### config.mk
export PLATFORM = sky130hd
export DESIGN_NAME = broadcast_queue
export DESIGN_NICKNAME = d
export VERILOG_FILES = /design/src/rtl/broadcast_queue_pkg.sv /design/src/rtl/rr_arbiter.sv /design/src/rtl/broadcast_queue.sv
export SDC_FILE = /design/constraint.sdc
export NUM_CORES = 1
export LEC_CHECK = 0
export CAP_MARGIN = 20
export CORE_MARGIN = 2
export CORE_UTILIZATION = 48
export DETAILED_ROUTE_END_ITERATION = 6
export GPL_TIMING_DRIVEN = 0
export PLACE_DENSITY = 0.75
export SETUP_SLACK_MARGIN = 0.4
export SYNTH_ARGS = -nofsm -noshare
export SYNTH_HDL_FRONTEND = slang
export SYNTH_HIERARCHICAL = 1
export SYNTH_SLANG_ARGS = --single-unit
### constraint.sdc
create_clock -name clk -period 4.51 [get_ports clk]
set_clock_uncertainty 0.05 [all_clocks]
set_input_delay 1.1275 -clock clk [delete_from_list [all_inputs] [get_ports clk]]
set_output_delay 1.1275 -clock clk [all_outputs]
set_load 0.1 [all_outputs]
### src/rtl/broadcast_queue_pkg.sv
// rtl/broadcast_queue_pkg.sv - shared widths, defaults and entry/bus types for broadcast_queue
package broadcast_queue_pkg;

    localparam int BQ_NUM_FU     = 4;
    localparam int BQ_DATA_WIDTH = 32;
    localparam int BQ_TAG_WIDTH  = 7;
    localparam int BQ_DEPTH      = 8;

    // One buffered completion: execution tag plus result.
    typedef struct packed {
        logic [BQ_TAG_WIDTH-1:0]  tag;
        logic [BQ_DATA_WIDTH-1:0] data;
    } entry_t;

    // What the common data bus sees each cycle.
    typedef struct packed {
        logic                     valid;
        logic [BQ_TAG_WIDTH-1:0]  tag;
        logic [BQ_DATA_WIDTH-1:0] data;
    } cdb_t;

endpackage

### src/rtl/rr_arbiter.sv
// rtl/rr_arbiter.sv - round-robin single-grant arbiter with internal rotating pointer
module rr_arbiter #(
    parameter int NUM_FU = 4,
    localparam int IDX_W = (NUM_FU > 1) ? $clog2(NUM_FU) : 1
) (
    input  logic              clk,
    input  logic              rst,
    input  logic [NUM_FU-1:0] req,
    input  logic              enable,
    output logic [NUM_FU-1:0] grant,
    output logic [IDX_W-1:0]  grant_idx,
    output logic              grant_valid
);

    logic [IDX_W-1:0] rr_ptr_q;
    logic [IDX_W-1:0] rr_ptr_d;

    // First requester at or after rr_ptr (wrapping) wins; nothing when disabled.
    always_comb begin
        int j;
        grant       = '0;
        grant_idx   = '0;
        grant_valid = 1'b0;
        j           = 0;
        if (enable) begin
            for (int k = 0; k < NUM_FU; k++) begin
                j = int'(rr_ptr_q) + k;
                if (j >= NUM_FU) begin
                    j = j - NUM_FU;
                end
                if (!grant_valid && req[j]) begin
                    grant_valid = 1'b1;
                    grant[j]    = 1'b1;
                    grant_idx   = IDX_W'(j);
                end
            end
        end
    end

    // Pointer moves just past the winner so it has lowest priority next time.
    always_comb begin
        rr_ptr_d = rr_ptr_q;
        if (grant_valid) begin
            if (int'(grant_idx) == NUM_FU - 1) begin
                rr_ptr_d = '0;
            end else begin
                rr_ptr_d = grant_idx + IDX_W'(1);
            end
        end
    end

    // Pointer register.
    always_ff @(posedge clk or negedge rst) begin
        if (!rst) begin
            rr_ptr_q <= '0;
        end else begin
            rr_ptr_q <= rr_ptr_d;
        end
    end

endmodule

### src/rtl/broadcast_queue.sv
// rtl/broadcast_queue.sv - accepts FU completions one per cycle and streams them to the CDB in order
module broadcast_queue
    import broadcast_queue_pkg::*;
#(
    parameter int NUM_FU     = BQ_NUM_FU,
    parameter int DATA_WIDTH = BQ_DATA_WIDTH,
    parameter int TAG_WIDTH  = BQ_TAG_WIDTH,
    parameter int DEPTH      = BQ_DEPTH,
    localparam int PTR_W     = $clog2(DEPTH),
    localparam int CNT_W     = PTR_W + 1
) (
    input  logic                         clk,
    input  logic                         rst,
    input  logic [NUM_FU-1:0]            fu_done,
    input  logic [NUM_FU-1:0]            fu_ce,
    input  logic [NUM_FU*DATA_WIDTH-1:0] fu_result,
    input  logic [NUM_FU*TAG_WIDTH-1:0]  fu_tag,
    output logic [NUM_FU-1:0]            fu_queued,
    output logic                         cdb_valid,
    output logic [DATA_WIDTH-1:0]        cdb_data,
    output logic [TAG_WIDTH-1:0]         cdb_tag,
    input  logic                         cdb_ready,
    output logic [CNT_W-1:0]             count,
    output logic                         full,
    output logic                         empty
);

    localparam int ENT_W = TAG_WIDTH + DATA_WIDTH;
    localparam int IDX_W = (NUM_FU > 1) ? $clog2(NUM_FU) : 1;

    logic [NUM_FU-1:0] claimed_q;
    logic [NUM_FU-1:0] claimed_d;
    logic [NUM_FU-1:0] cand;
    logic [NUM_FU-1:0] grant;
    logic [IDX_W-1:0]  grant_idx;
    logic              grant_valid;
    logic              arb_enable;

    logic [ENT_W-1:0]  mem_q [DEPTH];
    logic [PTR_W-1:0]  wr_ptr_q;
    logic [PTR_W-1:0]  wr_ptr_d;
    logic [PTR_W-1:0]  rd_ptr_q;
    logic [PTR_W-1:0]  rd_ptr_d;
    logic [CNT_W-1:0]  count_q;
    logic [CNT_W-1:0]  count_d;

    logic              push;
    logic              pop;
    logic [ENT_W-1:0]  push_entry;
    logic [ENT_W-1:0]  head_entry;

    // A unit is eligible once done, not yet acknowledged, and not being redispatched.
    always_comb begin
        cand       = fu_done & ~claimed_q & ~fu_ce;
        // Space is judged on current occupancy only, so a same-cycle pop never frees a slot early.
        arb_enable = rst & ~full;
    end

    rr_arbiter #(
        .NUM_FU(NUM_FU)
    ) u_arb (
        .clk        (clk),
        .rst        (rst),
        .req        (cand),
        .enable     (arb_enable),
        .grant      (grant),
        .grant_idx  (grant_idx),
        .grant_valid(grant_valid)
    );

    // Claim on acknowledge; redispatch releases the claim and wins over a same-cycle acknowledge.
    always_comb begin
        claimed_d = (claimed_q | grant) & ~fu_ce;
    end

    // Claimed bits register.
    always_ff @(posedge clk or negedge rst) begin
        if (!rst) begin
            claimed_q <= '0;
        end else begin
            claimed_d_to_q: claimed_q <= claimed_d;
        end
    end

    // Select the granted unit's tag and result and decide push/pop for this cycle.
    always_comb begin
        push       = grant_valid;
        pop        = cdb_valid & cdb_ready;
        push_entry = {fu_tag[int'(grant_idx)*TAG_WIDTH +: TAG_WIDTH],
                      fu_result[int'(grant_idx)*DATA_WIDTH +: DATA_WIDTH]};
    end

    // Pointer and occupancy next-state; pointers wrap naturally at the power-of-two depth.
    always_comb begin
        wr_ptr_d = wr_ptr_q;
        rd_ptr_d = rd_ptr_q;
        count_d  = count_q;
        if (push) begin
            wr_ptr_d = wr_ptr_q + PTR_W'(1);
        end
        if (pop) begin
            rd_ptr_d = rd_ptr_q + PTR_W'(1);
        end
        count_d = count_q + CNT_W'(push) - CNT_W'(pop);
    end

    // FIFO control registers; reset discards whatever is buffered.
    always_ff @(posedge clk or negedge rst) begin
        if (!rst) begin
            wr_ptr_q <= '0;
            rd_ptr_q <= '0;
            count_q  <= '0;
        end else begin
            wr_ptr_q <= wr_ptr_d;
            rd_ptr_q <= rd_ptr_d;
            count_q  <= count_d;
        end
    end

    // Entry storage; contents are don't-care until written, reads are masked while empty.
    always_ff @(posedge clk) begin
        if (push) begin
            mem_q[wr_ptr_q] <= push_entry;
        end
    end

    // Head drive comes straight from storage so no fu_* input reaches the CDB combinationally.
    always_comb begin
        head_entry = mem_q[rd_ptr_q];
        count      = count_q;
        empty      = (count_q == '0);
        full       = (count_q == CNT_W'(DEPTH));
        cdb_valid  = ~empty;
        fu_queued  = grant;
        cdb_tag    = '0;
        cdb_data   = '0;
        if (cdb_valid) begin
            cdb_tag  = head_entry[ENT_W-1 -: TAG_WIDTH];
            cdb_data = head_entry[DATA_WIDTH-1:0];
        end
    end

endmodule
After elaboration in Yosys (flattened, before gate mapping)
Memory sizes are Yosys's and may differ from the RTL's.
Cells that the tools add are included.

word-level totals
  register bits = 16
  RAM bits = 312
  bits of input ports = 167
  output and inout port bits = 50
  logic and storage cells = 113
  memories kept = 1

operators by class
  $add $sub $neg = 12
  $mul = 1
  $lt $le $gt $ge = 12
  equality and inequality tests = 2
  shift-type cells = 2
  muxes and demuxes = 54
  bitwise operators = 13
  reductions and logical operators = 11

memory list
  name   words  width  rd ports  clocked after memory_dff  wr ports  line                   RTL
  mem_q  8      39     1         0                         1         broadcast_queue.sv:39  logic [ENT_W-1:0] mem_q [DEPTH];

operators by type and width
  operator                                                                       number
  32-bit two-way mux                                                             9
  32-bit by 1-bit >= comparator with 1-bit output, second input constant         4
  32-bit by 4-bit less-than comparator with 1-bit output, second input constant  4
  128-bit by 8-bit variable part select with 32-bit output                       1
  32-bit by 4-bit >= comparator with 1-bit output, second input constant         3
  32-bit by 4-bit subtractor with 32-bit output, second input constant           3
  4-bit two-way mux                                                              8
  28-bit by 6-bit variable part select with 7-bit output                         1
  1-bit two-way mux                                                              22
  4-bit OR                                                                       4
  4-bit bitwise AND                                                              3
  2-bit two-way mux                                                              6
  1-bit binary-select mux with 2-bit select                                      4
  1-bit demux with 2-bit select                                                  4
  4-bit inverter                                                                 2
  1-bit logical AND                                                              7
  7-bit two-way mux                                                              1
  2-bit by 2-bit adder with 3-bit output, second input constant                  2
  3-bit by 1-bit adder with 3-bit output, second input constant                  2
  2-bit by 3-bit multiplier with 5-bit output, second input constant             1
  4-bit by 1-bit adder with 4-bit output                                         1
  4-bit == test, second input constant                                           1
  4-bit zero test                                                                1
  2-bit by 3-bit subtractor with 4-bit output, second input constant             1
  8 further kinds                                                                12

Logic depth before layout (Yosys ltp)
  word-level depth = 23
  depth in mapped cells = 13
  mapped depth without buffers = 13

Modules after synthesis
The synthesis kept the hierarchy.

by module, submodules not included
  module           times used  cells an instance  area each (um2)  seq. area each (um2)
  broadcast_queue  1           577                13291.5          9719.3
  rr_arbiter       1           62                 566.8            50.0

Least setup slack after synthesis
OpenSTA, ideal clock, no wires.

  kind = register -> register
  start = reg count_q[2], in the netlist count[2]
  end = mem mem_q[2][0] in the netlist's numbering, enable pin
  setup time = 0.484 ns
  arrival time = 5.461 ns
  required time = 3.976 ns
  path slack = -1.485 ns
  stages on the path, launching flop included = 9
  buffers on the path = 0
  period minus slack after synthesis = 5.995 ns
  cell sequence = dfrtp_1 inv_1 ha_1 nor3b_1 nor2b_1 o41ai_1 inv_1 nand2_1 nor3_1

between the ends
  word-level cells in the longest chain between the ends = 6

RTL lines
  item                                     line                    RTL
  start, declared                          broadcast_queue.sv:44   logic [CNT_W-1:0] count_q;
  start signal, assigned                   broadcast_queue.sv:116  count_q <= count_d;
  4-bit == test                            broadcast_queue.sv:132  full = (count_q == CNT_W'(DEPTH));
  via full                                 broadcast_queue.sv:24   output logic full,
  1-bit inverter                           broadcast_queue.sv:56   arb_enable = rst & ~full;
  1-bit bitwise AND                        broadcast_queue.sv:56
  via arb_enable                           broadcast_queue.sv:37   logic arb_enable;
  1-bit two-way mux                        rr_arbiter.sv:25        if (enable) begin
  via grant_valid                          broadcast_queue.sv:36   logic grant_valid;
  1-bit two-way mux                        broadcast_queue.sv:122  if (push) begin
  1-bit two-way mux (not written as such)  broadcast_queue.sv:123  mem_q[wr_ptr_q] <= push_entry;
  end, declared                            broadcast_queue.sv:39

The timed path passes the listed nets, and every way through them passes these cells.

Final worst setup path
  start = reg rd_ptr_q[1]
  end = out cdb_data[29]

between the ends
  word-level cells in the longest chain between the ends = 2

RTL lines
  item                    line                    RTL
  start, declared         broadcast_queue.sv:42   logic [PTR_W-1:0] rd_ptr_q;
  start signal, assigned  broadcast_queue.sv:115  rd_ptr_q <= rd_ptr_d;
  memory read 8 x 39 bit  -
  32-bit two-way mux      broadcast_queue.sv:137  if (cdb_valid) begin
  end, declared           broadcast_queue.sv:20   output logic [DATA_WIDTH-1:0] cdb_data,

Every way passes these cells.

==> reports/metrics.cfg <==
[status]
status=finished clean

[logic_synthesis]
avgSynthCellArea_sq_um=21.7
synth.net_count=820
synth_seq_cells=328
synth-edff-count=312
yosys_warnings=6
synth_top_flop_cell=edfxtp_1
synth.yosys.seq_area_share=0.705
syn-cell-area_sq_mm=0.0139
synth_cell_type_count=44
syn_inst=639
synthArstFlopShare=0.0488

[timing]
hold_viol=0
whs_ns=0.478
fmax_mhz=242
timing.final.crit_period_ns=4.12
maxSlewViolCount=0
setup_viol=0
grt_setup_unrepaired=true
fin_setup_tns_ns=0
relSlewSlack=0.290
tightest_slew_ns=1.06
fin_crit_sh=0.915

[power]
ir_worst_vdd_v=0.000456
power.total_mw=14.1
powerDensity_mw_per_mm2=772
leakage_nw=6.20

[floorplanning]
row_count=62
die_w_microns=174
dieHeight_microns=174
design.core.area_sq_mm=0.0285
io_pins=217
initial_core_util=0.485
dieArea_sq_mm=0.0302

[setup_path]
path_class=register to primary output
crit_chain=clkbuf_1 > clkbuf_4 > buf_2 > mux4_2 > a22o_2 > clkdlybuf4s15_2
critical_path.startpoint=rd_ptr_q[1]
max_stage_delay_ns=0.47
startpoint_type=register
critPathSlowestCell=clkdlybuf4s15_2
path_delay_family=buffers and inverters
worst_ep_arrival_time_ns=2.95
crit_fanout=10
crit_required_ns=3.33
worst-path-buf-inv=4
crit_path_end_kind=primary output
reg2reg_from=u_arb/rr_ptr_q[0]

[cells_and_area]
fill_cells=1981
fin_nets=1108
diodes=0
area_growth_pct=31.6
drive_gt1_frac=0.380

[clocking]
cts_tree=built
cts_max_level=2
clk_latency_ns=0.51
clock-sinks=328
cts_buffers=34
clk_pin_slew_ns=0.07
root_buffer=clkbuf_16
cts.path.max_buffers=3
ctsHoldBuffers=0

[place]
gp_congestion=0.769
place_hpwl_mm=20.5
portBuffers=216

[min_path]
worstHoldStart=claimed_q[3]
holdCritPathClass=register to register

[route]
routedWlPerCell_microns=24.8
vias=7846
first_pass_iters=5
vias_per_cell=5.87
drcViolationCount=0
initialDrtViolationCount=810
wl_mm=33.1
postRouteAntennaNets=0

[flow_run]
drv_cap=0

[global_routing]
grt_pass1_vias=8440
grt_max_degree=27
antenna_found_initial=0
grt_pass1_wl_mm=50.0
grtUsageTotal=0.221
grt_overflow_total=0

## repair_timing
item	in CTS	in global routing
pin swaps	9	7
endpoints found under the setup margin	642	122
hold endpoints to repair	0	0
buffers inserted	16	6
resized for setup	217	59
gates cloned	3	0
## flip-flops by register name, indices dropped and copies added, names as in the netlist
name,cells
count,4
wr_ptr_q,3
claimed_q,4
u_arb/rr_ptr_q,2
rd_ptr_q,3
mem_q,312
## per-layer routing
metal  part of all wire  global-route usage  routed length [microns]
met1               0.39               0.285                    12800
met5                  0                   0                        0
met3              0.067              0.0387                     2210
met2               0.52               0.387                    17400
met4              0.023              0.0655                      764
## cells in the mapped netlist, drive strengths merged (2+ instances only)
| library cell | instances | area [sq um] |
|---|---|---|
| xnor2 | 3 | 26.3 |
| buf | 27 | 188 |
| o21ai | 5 | 25.0 |
| a22o | 39 | 342 |
| a221o | 4 | 40.0 |
| mux2i | 2 | 20.0 |
| or4 | 2 | 15.0 |
| edfxtp | 312 | 9370 |
| a32o | 4 | 40.0 |
| dfrtp | 16 | 400 |
| nor2b | 3 | 26.3 |
| ha | 13 | 163 |
| a21oi | 3 | 15.0 |
| xor2 | 3 | 26.3 |
| nor3b | 6 | 45.0 |
| nand2b | 7 | 43.8 |
| nor2 | 17 | 63.8 |
| nor3 | 3 | 15.0 |
| inv | 11 | 41.3 |
| mux2 | 3 | 33.8 |
| nand2 | 5 | 18.8 |
| mux4 | 120 | 2700 |
| clkbuf | 14 | 52.6 |
## worst paths after layout
check / to / slack [ns] / depth (start not counted)
setup / recovery: cdb_data[29] / 0.39 / 6
hold / removal: claimed_q[3] / 0.48 / 2
setup reg to reg: mem_q[0][26] / 0.67 / 13
max in group asynchronous: count[0] / 3.41 / 1
min in group asynchronous: count[2] / 0.62 / 1
hold reg to reg: claimed_q[3] / 0.48 / 2
## cells by family (layout without fill, tap and decap cells)
| logic type | count (synthesis) | count (layout) | synth area share |
|---|---|---|---|
| AO/OA/AOI/OAI | 62 | 62 | 0.0376 |
| XOR/XNOR | 6 | 6 | 0.00379 |
| adder cells (fa/ha/maj) | 14 | 14 | 0.0132 |
| buffers and inverters | 52 | 365 | 0.0203 |
| flip-flops | 328 | 328 | 0.705 |
| multiplexers | 125 | 125 | 0.199 |
| AND/OR/NAND/NOR | 52 | 53 | 0.0212 |
## report_power, final
part	internal, mW	switching [mW]
logic	2.23	4.79
registers	4.07	0.167
clock network	1.69	1.13
total	7.99	6.09
## worst register-to-register path, cell delays in order, from the launching register on
cell,delay [ns]
dfrtp_1,0.41
buf_6,0.13
buf_8,0.09
clkinvlp_4,0.09
ha_4,0.24
mux4_2,0.41
nor2b_4,0.08
buf_4,0.14
buf_4,0.12
or3_1,0.32
a21oi_2,0.23
buf_6,0.26
buf_4,0.29
mux4_2,0.67
## through the flow
step,cell area (sq um),setup slack [ns],cells,util
floorplan,14000,0.315,639,-
global route,18200,0.310,1337,0.639
CTS,18300,0.277,1331,0.640
detailed placement,16900,-1.07,1250,0.592
global placement,16600,-2.32,1239,0.582
finish,18200,0.386,1337,0.639
## layout by cell type (no fill, tap or decap), types with 3 or more instances in the layout
| cell | count |
|---|---|
| nand2_1 | 5 |
| nor3b_4 | 4 |
| nor2_1 | 11 |
| xnor2_1 | 3 |
| clkdlybuf4s15_2 | 12 |
| nand2b_1 | 7 |
| a32o_2 | 4 |
| bufinv_16 | 5 |
| clkbuf_2 | 12 |
| buf_12 | 9 |
| inv_1 | 9 |
| mux2_2 | 3 |
| dfrtp_2 | 4 |
| a221o_1 | 4 |
| clkbuf_4 | 5 |
| buf_16 | 6 |
| buf_6 | 10 |
| clkbuf_16 | 34 |
| clkbuf_1 | 15 |
| ha_1 | 12 |
| edfxtp_1 | 312 |
| buf_4 | 25 |
| nor2_4 | 6 |
| buf_2 | 41 |
| mux4_2 | 120 |
| clkinv_1 | 6 |
| o21ai_0 | 5 |
| a22o_2 | 39 |
| dfrtp_1 | 12 |
| xor2_1 | 3 |
| clkdlybuf4s50_1 | 163 |
## area by class of cell
class,instances,area [sq um],share of cell area
Multi-Input combinational cell,260,4030,0.221
Timing Repair Buffer,251,2500,0.137
Clock buffer,44,888,0.0487
Buffer,41,282,0.0154
Inverter,11,45.0,0.00247
Clock inverter,18,235,0.0129
Tap cell,384,480,0.0263
Sequential cell,328,9770,0.536
Power figures use the tool's default switching activity.
